### config.mk
export PLATFORM = sky130hd
export DESIGN_NAME = core_pipe_stage
export DESIGN_NICKNAME = d
export VERILOG_FILES = /design/src/rtl/core_pipe_stage_pkg.sv /design/src/rtl/core_pipe_stage_sat_cnt.sv /design/src/rtl/core_pipe_stage.sv
export SDC_FILE = /design/constraint.sdc
export NUM_CORES = 1
export LEC_CHECK = 0
export BUFFER_PORTS_ARGS = -buffer_cell sky130_fd_sc_hd__buf_2
export CAP_MARGIN = 20
export CELL_PAD_IN_SITES_DETAIL_PLACEMENT = 0
export CELL_PAD_IN_SITES_GLOBAL_PLACEMENT = 1
export CORE_MARGIN = 2
export CORE_UTILIZATION = 25
export CTS_BUF_LIST = sky130_fd_sc_hd__clkbuf_4
export CTS_CLUSTER_SIZE = 20
export DETAILED_ROUTE_END_ITERATION = 8
export GPL_TIMING_DRIVEN = 0
export PLACE_DENSITY = 0.53
export SLEW_MARGIN = 30
export SYNTH_ARGS = -nofsm -noshare
export SYNTH_HDL_FRONTEND = slang
export SYNTH_SLANG_ARGS = --single-unit
### constraint.sdc
create_clock -name clk -period 2.2 [get_ports clk]
set_input_delay 0.11 -clock clk [delete_from_list [all_inputs] [get_ports clk]]
set_output_delay 0.11 -clock clk [all_outputs]
set_load 0.03 [all_outputs]
### src/rtl/core_pipe_stage_pkg.sv
// rtl/core_pipe_stage_pkg.sv - shared state encodings, payload widths and bubble constants for core pipeline stages
package core_pipe_stage_pkg;

    // Stage fill state; the encoding equals the number of held entries.
    localparam int         PIPE_STATE_W     = 2;
    localparam logic [1:0] PIPE_STATE_EMPTY = 2'd0;
    localparam logic [1:0] PIPE_STATE_ONE   = 2'd1;
    localparam logic [1:0] PIPE_STATE_FULL  = 2'd2;

    localparam int PIPE_OCC_W = 2;

    // Instruction word and the canonical NOP (addi x0, x0, 0) used as bubble.
    localparam int          INST_W   = 32;
    localparam logic [31:0] INST_NOP = 32'h0000_0013;

    // Packed payload widths of the individual stage registers.
    localparam int IFID_PAYLOAD_WIDTH  = 32 + INST_W;                 // pc, inst
    localparam int IDEX_PAYLOAD_WIDTH  = 32 + 32 + 32 + 32 + 5 + 8;   // pc, rs1, rs2, imm, rd, ctrl
    localparam int EXMEM_PAYLOAD_WIDTH = 32 + 32 + 5 + 4;             // alu, store data, rd, ctrl

    // IF/ID bubble: pc cleared, instruction replaced by NOP.
    localparam logic [IFID_PAYLOAD_WIDTH-1:0] IFID_BUBBLE = {32'h0, INST_NOP};

    function automatic logic [PIPE_OCC_W-1:0] pipe_occ(input logic [PIPE_STATE_W-1:0] st);
        case (st)
            PIPE_STATE_ONE:  pipe_occ = 2'd1;
            PIPE_STATE_FULL: pipe_occ = 2'd2;
            default:         pipe_occ = 2'd0;
        endcase
    endfunction

endpackage

### src/rtl/core_pipe_stage_sat_cnt.sv
// rtl/core_pipe_stage_sat_cnt.sv - gen_sat_cnt: parametrised saturating up-counter
// Ports:
//   clk, rst     clock, synchronous active-high reset (clears the count)
//   clr_in       synchronous clear
//   inc_in       increment enable; the count holds at all-ones
//   cnt_out      current count
module gen_sat_cnt #(
    parameter int WIDTH = 16
) (
    input  logic             clk,
    input  logic             rst,
    input  logic             clr_in,
    input  logic             inc_in,
    output logic [WIDTH-1:0] cnt_out
);

    localparam logic [WIDTH-1:0] CNT_ONE = WIDTH'(1);
    localparam logic [WIDTH-1:0] CNT_MAX = {WIDTH{1'b1}};

    always_ff @(posedge clk) begin
        if (rst || clr_in) begin
            cnt_out <= '0;
        end else if (inc_in && (cnt_out != CNT_MAX)) begin
            cnt_out <= cnt_out + CNT_ONE;
        end
    end

endmodule

### src/rtl/core_pipe_stage.sv
// rtl/core_pipe_stage.sv - valid/ready pipeline stage register with hold, flush, optional skid entry and stall counter
// Ports:
//   clk, rst                        clock, synchronous active-high reset
//   hold_in                         freeze: no transfer on either side, contents kept
//   flush_in                        drop all entries, show the bubble next cycle
//   up_valid_in/up_ready_out/up_data_in   upstream handshake and payload
//   dn_valid_out/dn_ready_in/dn_data_out  downstream handshake and payload (RST_VALUE when empty)
//   occupancy_out                   entries held (0..2)
//   stall_cnt_out                   saturating count of occupied cycles without a downstream transfer
module core_pipe_stage
    import core_pipe_stage_pkg::*;
#(
    parameter int                    DATA_WIDTH = 32,
    parameter logic [DATA_WIDTH-1:0] RST_VALUE  = {DATA_WIDTH{1'b0}},
    parameter int                    SKID       = 1,
    parameter int                    CNT_WIDTH  = 16
) (
    input  logic                  clk,
    input  logic                  rst,
    input  logic                  hold_in,
    input  logic                  flush_in,
    input  logic                  up_valid_in,
    output logic                  up_ready_out,
    input  logic [DATA_WIDTH-1:0] up_data_in,
    output logic                  dn_valid_out,
    input  logic                  dn_ready_in,
    output logic [DATA_WIDTH-1:0] dn_data_out,
    output logic [1:0]            occupancy_out,
    output logic [CNT_WIDTH-1:0]  stall_cnt_out
);

    localparam bit SKID_EN = (SKID != 0);

    logic [PIPE_STATE_W-1:0] state_q, state_d;
    logic [DATA_WIDTH-1:0]   main_q, main_d;
    logic [DATA_WIDTH-1:0]   skid_q, skid_d;
    logic                    up_xfer;
    logic                    dn_xfer;
    logic                    stall_inc;

    // With the skid entry, ready depends only on registered state so it can be
    // driven straight from a flop; the single-entry variant must look through
    // dn_ready_in to keep one beat per cycle.
    always_comb begin
        up_ready_out = 1'b0;
        if (!hold_in && !flush_in && !rst) begin
            if (SKID_EN) begin
                up_ready_out = (state_q != PIPE_STATE_FULL);
            end else begin
                up_ready_out = (state_q == PIPE_STATE_EMPTY) || dn_ready_in;
            end
        end
    end

    assign dn_valid_out  = (state_q != PIPE_STATE_EMPTY) && !hold_in && !flush_in;
    assign dn_data_out   = main_q;
    assign occupancy_out = pipe_occ(state_q);

    assign up_xfer = up_valid_in && up_ready_out;
    assign dn_xfer = dn_valid_out && dn_ready_in;

    // main always holds the oldest entry; skid only ever holds the beat that
    // arrived while main was blocked.
    always_comb begin
        state_d = state_q;
        main_d  = main_q;
        skid_d  = skid_q;
        if (flush_in) begin
            state_d = PIPE_STATE_EMPTY;
            main_d  = RST_VALUE;
            skid_d  = RST_VALUE;
        end else begin
            case (state_q)
                PIPE_STATE_EMPTY: begin
                    if (up_xfer) begin
                        state_d = PIPE_STATE_ONE;
                        main_d  = up_data_in;
                    end
                end
                PIPE_STATE_ONE: begin
                    if (up_xfer && dn_xfer) begin
                        main_d = up_data_in;
                    end else if (up_xfer) begin
                        state_d = PIPE_STATE_FULL;
                        skid_d  = up_data_in;
                    end else if (dn_xfer) begin
                        state_d = PIPE_STATE_EMPTY;
                        main_d  = RST_VALUE;
                    end
                end
                PIPE_STATE_FULL: begin
                    if (dn_xfer) begin
                        state_d = PIPE_STATE_ONE;
                        main_d  = skid_q;
                        skid_d  = RST_VALUE;
                    end
                end
                default: begin
                    state_d = PIPE_STATE_EMPTY;
                    main_d  = RST_VALUE;
                    skid_d  = RST_VALUE;
                end
            endcase
        end
    end

    always_ff @(posedge clk) begin
        if (rst) begin
            state_q <= PIPE_STATE_EMPTY;
            main_q  <= RST_VALUE;
            skid_q  <= RST_VALUE;
        end else begin
            state_q <= state_d;
            main_q  <= main_d;
            skid_q  <= skid_d;
        end
    end

    // Hold and flush cycles are not counted as stalls: the stage is being
    // steered from outside, not blocked by downstream.
    assign stall_inc = (state_q != PIPE_STATE_EMPTY) && !dn_xfer && !flush_in && !hold_in;

    gen_sat_cnt #(
        .WIDTH (CNT_WIDTH)
    ) u_stall_cnt (
        .clk     (clk),
        .rst     (rst),
        .clr_in  (1'b0),
        .inc_in  (stall_inc),
        .cnt_out (stall_cnt_out)
    );

endmodule

Word-level counts from Yosys, hierarchy flattened:

Cells that the tools add are included.
Widths: inputs -> output; s select.

* register bits after elaboration: 82
* bits of input ports: 38
* output and inout bits: 52

* bitwise gates (word level): 1
* reductions and logical operators: 21
* add/sub/neg operators: 1
* eq/ne operators: 11
* multiplexer cells: 16

Operator list (number)
* $mux 32: 6
* $pmux 32 s3: 2
* $add 16x1->16 const B: 1
* $ne 16x16->1 const B: 1
* $reduce_and 4->1: 3
* $logic_and 1x1->1: 11
* $mux 2: 5
* $ne 2x2->1 const B: 5
* $ne 3x3->1 const B: 3
* $pmux 2 s3: 1
* $logic_not 1->1: 4
* $pmux 2 s2: 1
* $eq 2x1->1 const B: 1
* $eq 2x2->1 const B: 1
* $logic_not 2->1: 1
* $reduce_bool 2->1: 1
* $reduce_or 2->1: 1
* $mux 1: 1
* $not 1->1: 1

Depth between registers and ports, before layout:

Gate-level depths: netlist of run 1.

* word-level depth: 9
* mapped depth: 7
* mapped depth without buffers: 5

By module:

Synthesis of run 1 repeated with hierarchy kept, for this count alone.

* cell total of the unflattened synthesis: 419
* area total of the unflattened synthesis: 3877.5 um2

Modules (own cells, without submodules)
* core_pipe_stage: instances 1, area each 3030.4 um2, sequential area each 1321.3 um2, cells each 324
* gen_sat_cnt: instances 1, area each 847.1 um2, sequential area each 320.3 um2, cells each 95

Worst setup path before layout of run 1:

No wires, ideal clock.

* kind: register to register
* start point: register u_stall_cnt.cnt_out[0]
* end point: register u_stall_cnt.cnt_out[15]
* arrival time: 1910 ps
* stages on the path, launching flop included: 8
* period minus slack after synthesis: 2030 ps
* slack: 170 ps
* path through: dfxtp_1 > ha_1 > and4_1 > and4_1 > clkbuf_2 > buf_2 > nor4_2 > mux2_2

* word-level cells in the longest chain between the ends: 2
* elaborated cells between the ends (all ways): 3
* classes of those cells: 1 x add/sub; 1 x eq/ne; 1 x reduce/logical

RTL lines
* start, declared: RTL line core_pipe_stage_sat_cnt.sv:14 `output logic [WIDTH-1:0] cnt_out`
* start signal, assigned: RTL line core_pipe_stage_sat_cnt.sv:24 `cnt_out <= cnt_out + CNT_ONE;`
* branches (longest 2 deep; another with $add 16x1->16)

Parallel ways; which one is timed is not known.
A chain may end at the register's enable or synchronous reset.

Final worst setup path of run 1:

* start point: register u_stall_cnt.cnt_out[0]
* end point: register u_stall_cnt.cnt_out[9]

Same word-level chain as after synthesis.

==> impl_metrics.tcl, run 1 <==
set metrics [dict create \
    maxSlewViolCount 0 \
    die-width_um 125 \
    required_ns 2.55 \
    critPathArrivalTime_ns 2.42 \
    synthArstFlopShare_pct 0 \
    syn_inst 351 \
    wire_per_inst_um 15.7 \
    syn_nets 390 \
    ys_types 42 \
    status "completed" \
    cts.sinks 82 \
    fin_tns_setup_ns 0 \
    cts_root_buf "clkbuf_4" \
    dpl.hpwl_um 7210 \
    holdCritStartpoint "hold_in" \
    cts_buffers 9 \
    min_period_ns 2.07 \
    slew_headroom_pct 51.5 \
    r2r_start "u_stall_cnt.cnt_out[0]" \
    hold-path-cell-count 4 \
    io_buffers 89 \
    grt.overflow.total 0 \
    drtIter0Drc 154 \
    io_pins 90 \
    clock.fmax_mhz 482 \
    drtPass1Iterations 6 \
    yosysWarnings 0 \
    drive_above_1_share_pct 29.0 \
    path_class "reg2reg" \
    crit_path_start_kind "flop" \
    critPathMostFrequentCell "and4_1" \
    setup_viol_count_final 0 \
    layout_common_cells "106 x buf_2, 80 x dfxtp_1, 64 x a22o_1" \
    timing.rr.end "u_stall_cnt.cnt_out[9]" \
    rsz0062_at_grt "true" \
    finalCritPeriodShare_pct 94.2 \
    area_growth_pct 32.3 \
    antenna_found_initial 0 \
    whs_endpoint "u_stall_cnt.cnt_out[3]" \
    finalHoldViolCount 0 \
    synth_seq_cells 82 \
    slowest_stage "dfxtp_2" \
    ys.flop_type "dfxtp_1" \
    seq_area_frac_synth_pct 44.5 \
    r2r_cells 7 \
    gr-usage-all-layers_pct 13.7 \
    crit_chain "ha_1 > and4_1 > and4_1 > clkbuf_2 > clkbuf_4 > nor4_1 > mux2_2" \
    viasPerCell 4.88 \
    diodes 0 \
    cts_tree "yes" \
    peakVddDrop_uv 246 \
    clk_pin_slew_ns 0.13 \
    fill_cells 1535 \
    gp_congestion 0.690 \
    synth_edf_count 0 \
    clk_path_buf_depth 2 \
    r2r_slack_ns 0.13 \
    first_global_vias 3150 \
    max_stage_delay_ns 0.37 \
    die_y_um 125 \
    clock_latency_ns 0.46 \
    core_mm2 0.0145 \
    drt-total-wl_um 10500 \
    tightest_slew_ns 0.724 \
    power_mw 2.84 \
    mostFrequentLayoutCell "buf_2" \
    fin_nets 523 \
    drcViolationCount 0 \
    crit_path_end_kind "flop" \
    crit_fanout 10 \
    leakage_nw 1.97 \
    netlist_area_mm2 0.00369 \
    dr_total_vias 3284 \
    power_density_mw_per_mm2 583 \
    maxCapViolations 0 \
    clock_skew_ns 0.0199 \
    min_path_type "in2reg" \
    grt_max_degree 15 \
    drtAntennaViolNets 0 \
    row_count 44 \
    grt_pass1_wl_um 17100 \
    avgSynthCellArea_um2 10.5 \
    start_util_pct 25.5 \
    htreeDepth 3 \
    die_area_mm2 0.0157 \
]
## worst max-delay path by stage
stage,from,endpoint,slack (ns),cells past startpoint
2_1_floorplan,u_stall_cnt.cnt_out[0],u_stall_cnt.cnt_out[15],0.17,7
3_3_place_gp,u_stall_cnt.cnt_out[0],u_stall_cnt.cnt_out[9],0.11,7
3_5_place_dp,state_q[1],skid_q[5],0.10,5
4_1_cts,state_q[1],up_ready_out,0.008,5
5_1_grt,state_q[0],skid_q[24],0.004,5
6_report,u_stall_cnt.cnt_out[0],u_stall_cnt.cnt_out[9],0.13,7
## power breakdown
| part | switching [mW] | internal [mW] |
|---|---|---|
| Clock | 0.572 | 0.478 |
| Sequential | 0.00860 | 1.50 |
| Combinational | 0.160 | 0.123 |
## cell type report
type | count | area (um^2) | area share, %
multi-input cells | 235 | 1900 | 38.9
clock buffers | 10 | 75.1 | 1.54
plain buffers | 32 | 163 | 3.33
inverters | 2 | 7.51 | 0.154
repair buffers | 122 | 773 | 15.8
clock inverters | 6 | 88.8 | 1.82
flip-flops and latches | 82 | 1640 | 33.7
well taps | 184 | 230 | 4.72
## cells in the mapped netlist (all sizes together) (2+ instances only)
library cell	instances	area share [%]
a21oi	12	1.6
mux2	5	1.5
or3	3	0.51
clkbuf	11	1.2
nor2	9	0.92
nor3	5	0.68
o21ai	5	0.68
nand3	6	0.81
a21o	3	0.61
or4	7	1.5
nand4	2	0.34
nand3b	3	0.61
inv	2	0.20
nor4	5	1.0
mux2i	32	8.7
a211oi	2	0.41
nor4b	2	0.64
o31ai	7	1.4
o2bb2ai	32	7.6
and3	2	0.34
nor2b	8	1.4
dfxtp	82	45
a22o	64	15
and4	5	1.2
nor3b	2	0.68
buf	21	3.0
nand2	4	0.41
## what timing repair did
action / in CTS / in global routing
endpoints found under the setup margin: 0 / 37
hold buffers: 32 / 0
buffers inserted: 0 / 1
resized for setup: 0 / 9
hold endpoints to repair: 61 / 0
## metrics by stage
stage	worst slack, ns	cell area (um^2)	cells	utilization [%]	hold WS (ns)
after floorplan	0.170	3690	351	-	0.236
after global placement	0.110	4360	624	30.1	0.353
after detailed placement	0.102	4360	624	30.1	0.353
after CTS	0.00848	4850	672	33.5	0.0397
after global routing	0.00362	4880	673	33.7	0.0778
final	0.127	4880	673	33.7	0.0830
## critical path, delay by kind of cell (launching register included)
family	cells	cell delay, ns
simple gates	3	0.64
fa+ha+maj	1	0.22
flops	1	0.37
buf+inv	2	0.37
mux	1	0.37
## state kept, by name (all words and copies together), names as in the netlist
register             cells
skid_q                  32
u_stall_cnt.cnt_out     16
state_q                  2
dn_data_out             32
## logic make-up (layout without fill, tap and decap cells)
family | after synthesis | count (layout) | share of synthesized area [%]
multiplexers | 37 | 37 | 10.2
XOR/XNOR | 1 | 1 | 0.238
AND/OR/NAND/NOR | 68 | 68 | 12.0
buffers and inverters | 34 | 172 | 4.38
AO/OA/AOI/OAI | 128 | 128 | 28.3
adder cells (fa/ha/maj) | 1 | 1 | 0.339
flip-flops | 82 | 82 | 44.5
## layer usage
layer	up-vias	share of wire (%)	track usage, %	wire, um
met3	12	4.3	2.82	456
met2	80	43	20.3	4570
met5	-	0	0	0
li1	1641	-	-	-
met1	1551	51	19.3	5330
met4	0	1.8	5.62	190
(Power assumes the default switching activity.)
==> run 2, diff against run 1 <==
--- a/config.mk
+++ b/config.mk
@@ -17,4 +17,5 @@
 export GPL_TIMING_DRIVEN = 0
 export PLACE_DENSITY = 0.53
+export SKIP_CTS_REPAIR_TIMING = 1
 export SLEW_MARGIN = 30
 export SYNTH_ARGS = -nofsm -noshare
==> constraint.sdc (replaced) <==
create_clock -name clk -period 2.2 [get_ports clk]
set_input_delay 0.44 -clock clk [delete_from_list [all_inputs] [get_ports clk]]
set_output_delay 0.44 -clock clk [all_outputs]
set_load 0.03 [all_outputs]
==> run 2 against run 1 <==
Cell area is 6.2% lower. Global-route usage is 0.28 points lower. Via count is 4.0% lower. Largest cell class unchanged. Final cell count down 4.8%.
==> impl_metrics.tcl, run 2 (same netlist as run 1, synthesis figures left out) <==
set metrics [dict create \
    critPathMostFrequentCell "buf_4" \
    rsz0062_at_grt "false" \
    clock_skew_ns 0.0192 \
    ff_latch_area_mm2 0.00165 \
    maxCapViolations 0 \
    grt_max_degree 15 \
    cts_root_buf "clkbuf_4" \
    drtPass1Iterations 6 \
    row_count 44 \
    path_delay_family "buffers and inverters" \
    setup_viol_count_final 0 \
    post-route-util_pct 31.6 \
    slowest_stage "dfxtp_2" \
    clk_pin_slew_ns 0.15 \
    core_mm2 0.0145 \
    dr_total_vias 3152 \
    power_density_mw_per_mm2 611 \
    multi_input_area_mm2 0.00191 \
    finalCritPeriodShare_pct 95.1 \
    clk_path_buf_depth 2 \
    crit_path_end_kind "output port" \
    gp_congestion 0.690 \
    maxSlewViolCount 0 \
    dpl.hpwl_um 7210 \
    min_path_type "in2reg" \
    diodes 0 \
    finalHoldViolCount 0 \
    grt_pass1_wl_um 16700 \
    path_buf_inv 3 \
    fin_hold_ws_ns 0.216 \
    area_growth_pct 24.1 \
    drt-total-wl_um 10300 \
    fin_tns_setup_ns 0 \
    status "completed" \
    drtIter0Drc 182 \
    cts_tree "yes" \
    setup_slack_ns 0.109 \
    drive_above_1_share_pct 31.5 \
    min_period_ns 2.09 \
    fill_cells 1548 \
    slew_headroom_pct 52.2 \
    leakage_nw 1.84 \
    max_stage_delay_ns 0.37 \
    cts.sinks 82 \
    pre_cts_slack_ns -0.0886 \
    die_y_um 125 \
    critPathArrivalTime_ns 1.65 \
    io_pins 90 \
    gr-usage-all-layers_pct 13.4 \
    crit_path_start_kind "flop" \
    io_buffers 89 \
    die_area_mm2 0.0157 \
    fin_nets 491 \
    required_ns 1.76 \
    clock_latency_ns 0.45 \
    peakVddDrop_uv 245 \
    die-width_um 125 \
    grt.overflow.total 0 \
    layout_common_cells "104 x buf_2, 79 x dfxtp_1, 64 x a22o_1" \
    cts_buffers 9 \
    wire_per_inst_um 16.0 \
    mostFrequentLayoutCell "buf_2" \
    start_util_pct 25.5 \
    first_global_vias 3006 \
    tightest_slew_ns 0.713 \
    antenna_found_initial 0 \
    viasPerCell 4.92 \
    clock.fmax_mhz 478 \
    path_class "reg2out" \
    crit_chain "buf_4 > buf_6 > nor2b_4 > nor3_2 > buf_4" \
    drcViolationCount 0 \
    drtAntennaViolNets 0 \
    htreeDepth 3 \
    crit_fanout 10 \
]
[run 2: final cells by class]
cell class,count,area share [%]
well taps,184,5.03
multi-input cells,235,41.6
repair buffers,90,10.0
plain buffers,32,3.64
inverters,2,0.164
flip-flops and latches,82,35.9
clock inverters,6,1.94
clock buffers,10,1.64
[run 2: per-layer routing]
metal  GRT usage, %  share of wire (%)  up-vias
met5              0                  0        -
met2           19.4                 43       68
met1           18.9                 50     1488
met3           3.34                4.9       12
met4           5.49                1.8        0
li1               -                  -     1584
[run 2: path summary, 6_finish.rpt]
check	from	endpoint	slack, ns	cells past startpoint
max	state_q[1]	up_ready_out	0.11	5
min	up_data_in[20]	skid_q[20]	0.22	2
max reg2reg	u_stall_cnt.cnt_out[0]	u_stall_cnt.cnt_out[9]	0.14	7
min reg2reg	dn_data_out[4]	dn_data_out[4]	0.49	1
[run 2: where the power goes]
part	internal, mW	switching [mW]
logic	0.0868	0.152
clock network	0.478	0.570
registers	1.50	0.00854
total	2.07	0.731
[run 2: metrics by stage]
stage	cell area [um^2]	total power, mW	std cells
finish	4580	2.80	641
global route	4580	2.93	641
CTS	4530	2.85	640
detailed placement	4360	1.78	624
global placement	4360	1.78	624
floorplan	3690	1.68	351
==> run 3, diff against run 2 <==
Settings changed: CORE_UTILIZATION 25 to 42, PLACE_DENSITY 0.53 to 0.81, RECOVER_POWER set to 25.
==> run 3 against run 2 <==
Final cell count down 12%. First-iteration DRC count down 53%. Count of clock-buffer cells in the layout down 1. Via count up 0.76%. Highest routed layer unchanged. Largest power group unchanged.
==> impl_metrics.tcl, run 3 (same netlist as run 1, synthesis figures left out) <==
set metrics [dict create \
    status "completed" \
    layout_common_cells "80 x dfxtp_1, 73 x buf_2, 64 x a22o_1" \
    dpl.hpwl_um 6250 \
    io_pins 90 \
    dpl_cell_area_mm2 0.00427 \
    drtAntennaViolNets 0 \
    io_buffers 89 \
    drtPass1Iterations 4 \
    min_path_type "in2reg" \
    clock_latency_ns 0.43 \
    grt_max_degree 14 \
    drt-total-wl_um 9110 \
    max_stage_delay_ns 0.36 \
    die_y_um 97.7 \
    post-route-util_pct 50.7 \
    finalCritPeriodShare_pct 95.8 \
    finalHoldViolCount 0 \
    mostFrequentLayoutCell "dfxtp_1" \
    cts_tree "yes" \
    start_util_pct 42.7 \
    critPathMostFrequentCell "buf_4" \
    peakVddDrop_uv 282 \
    power_density_mw_per_mm2 566 \
    first_global_vias 2964 \
    die_area_mm2 0.00954 \
    clock_skew_ns 0.0153 \
    design_area_mm2 0.00438 \
    maxCapViolations 0 \
    cts_root_buf "clkbuf_4" \
    grt.overflow.total 0 \
    setup_viol_count_final 0 \
    fill_cells 850 \
    tightest_slew_ns 0.634 \
    crit_path_start_kind "flop" \
    area_growth_pct 18.8 \
    path_class "reg2out" \
    dp.cells 548 \
    maxSlewViolCount 0 \
    min_period_ns 2.11 \
    hold-path-cell-count 2 \
    row_count 34 \
    core_mm2 0.00864 \
    gr-usage-all-layers_pct 18.9 \
    clk_pin_slew_ns 0.14 \
    required_ns 1.76 \
    wire_per_inst_um 16.1 \
    gp_congestion 0.744 \
    drive_above_1_share_pct 24.5 \
    rsz0062_at_grt "false" \
    crit_chain "buf_4 > buf_6 > nor2b_2 > nor3_2 > buf_4" \
    r2r_cells 7 \
    slew_headroom_pct 57.5 \
    dr_total_vias 3176 \
    instances_no_fill 565 \
    fin_nets 492 \
    diodes 0 \
    die-width_um 97.7 \
    clock.fmax_mhz 474 \
    drtIter0Drc 85 \
    viasPerCell 5.62 \
    cts.sinks 82 \
    critPathArrivalTime_ns 1.67 \
    cts_buffers 9 \
    crit_fanout 10 \
    crit_path_end_kind "output port" \
    clk_path_buf_depth 2 \
    htreeDepth 3 \
    antenna_found_initial 0 \
    drcViolationCount 0 \
    leakage_nw 1.68 \
    r2r_slack_ns 0.13 \
    slowest_stage "dfxtp_2" \
    grt_pass1_wl_um 14700 \
]
==> run 3: final timing paths <==
check                              start                 endpoint
setup / recovery              state_q[1]             up_ready_out
hold / removal             up_data_in[8]                skid_q[8]
setup reg to reg  u_stall_cnt.cnt_out[0]  u_stall_cnt.cnt_out[15]
hold reg to reg                skid_q[4]                skid_q[4]
==> run 3: final cells by class <==
class                   count  area, um^2  area share (%)
plain buffers              32         166            3.80
clock buffers               9        67.6            1.54
clock inverters             6        33.8           0.771
inverters                   2        7.51           0.171
multi-input cells         235        1900            43.3
flip-flops and latches     82        1640            37.5
well taps                 108         135            3.09
repair buffers             91         427            9.74
==> run 3: stage by stage <==
| stage | setup WS (ns) | hold WS, ns | power, mW | TNS (ns) |
|---|---|---|---|---|
| global placement | 0.0574 | 0.458 | 1.77 | 0 |
| finish | 0.0922 | 0.238 | 2.48 | 0 |
| CTS | -0.229 | 0.220 | 2.52 | -0.425 |
| global route | 0.0117 | 0.222 | 2.60 | 0 |
| floorplan | 0.0610 | 0.449 | 1.68 | 0 |
| detailed placement | 0.0260 | 0.460 | 1.78 | 0 |
==> run 3: worst max-delay path, delay by kind of cell (launching register included) <==
kind | cells | cell delay (ns)
buffers and inverters | 3 | 0.53
AND/OR/NAND/NOR | 2 | 0.35
flip-flops | 1 | 0.36
==> run 3: metal layers <==
metal  share of wire [%]  up-vias  GRT usage, %
met5                   0        -             0
met4                 1.5        0          6.84
met3                 5.4       11          4.53
met2                  45       80          28.1
met1                  48     1508          26.8
li1                    -     1577             -
==> run 3: report_power, final <==
part	total, mW	internal [mW]	switching (mW)
sequential	1.51	1.50	0.00872
clock	0.737	0.219	0.518
combinational	0.231	0.0828	0.149
total	2.48	1.80	0.675
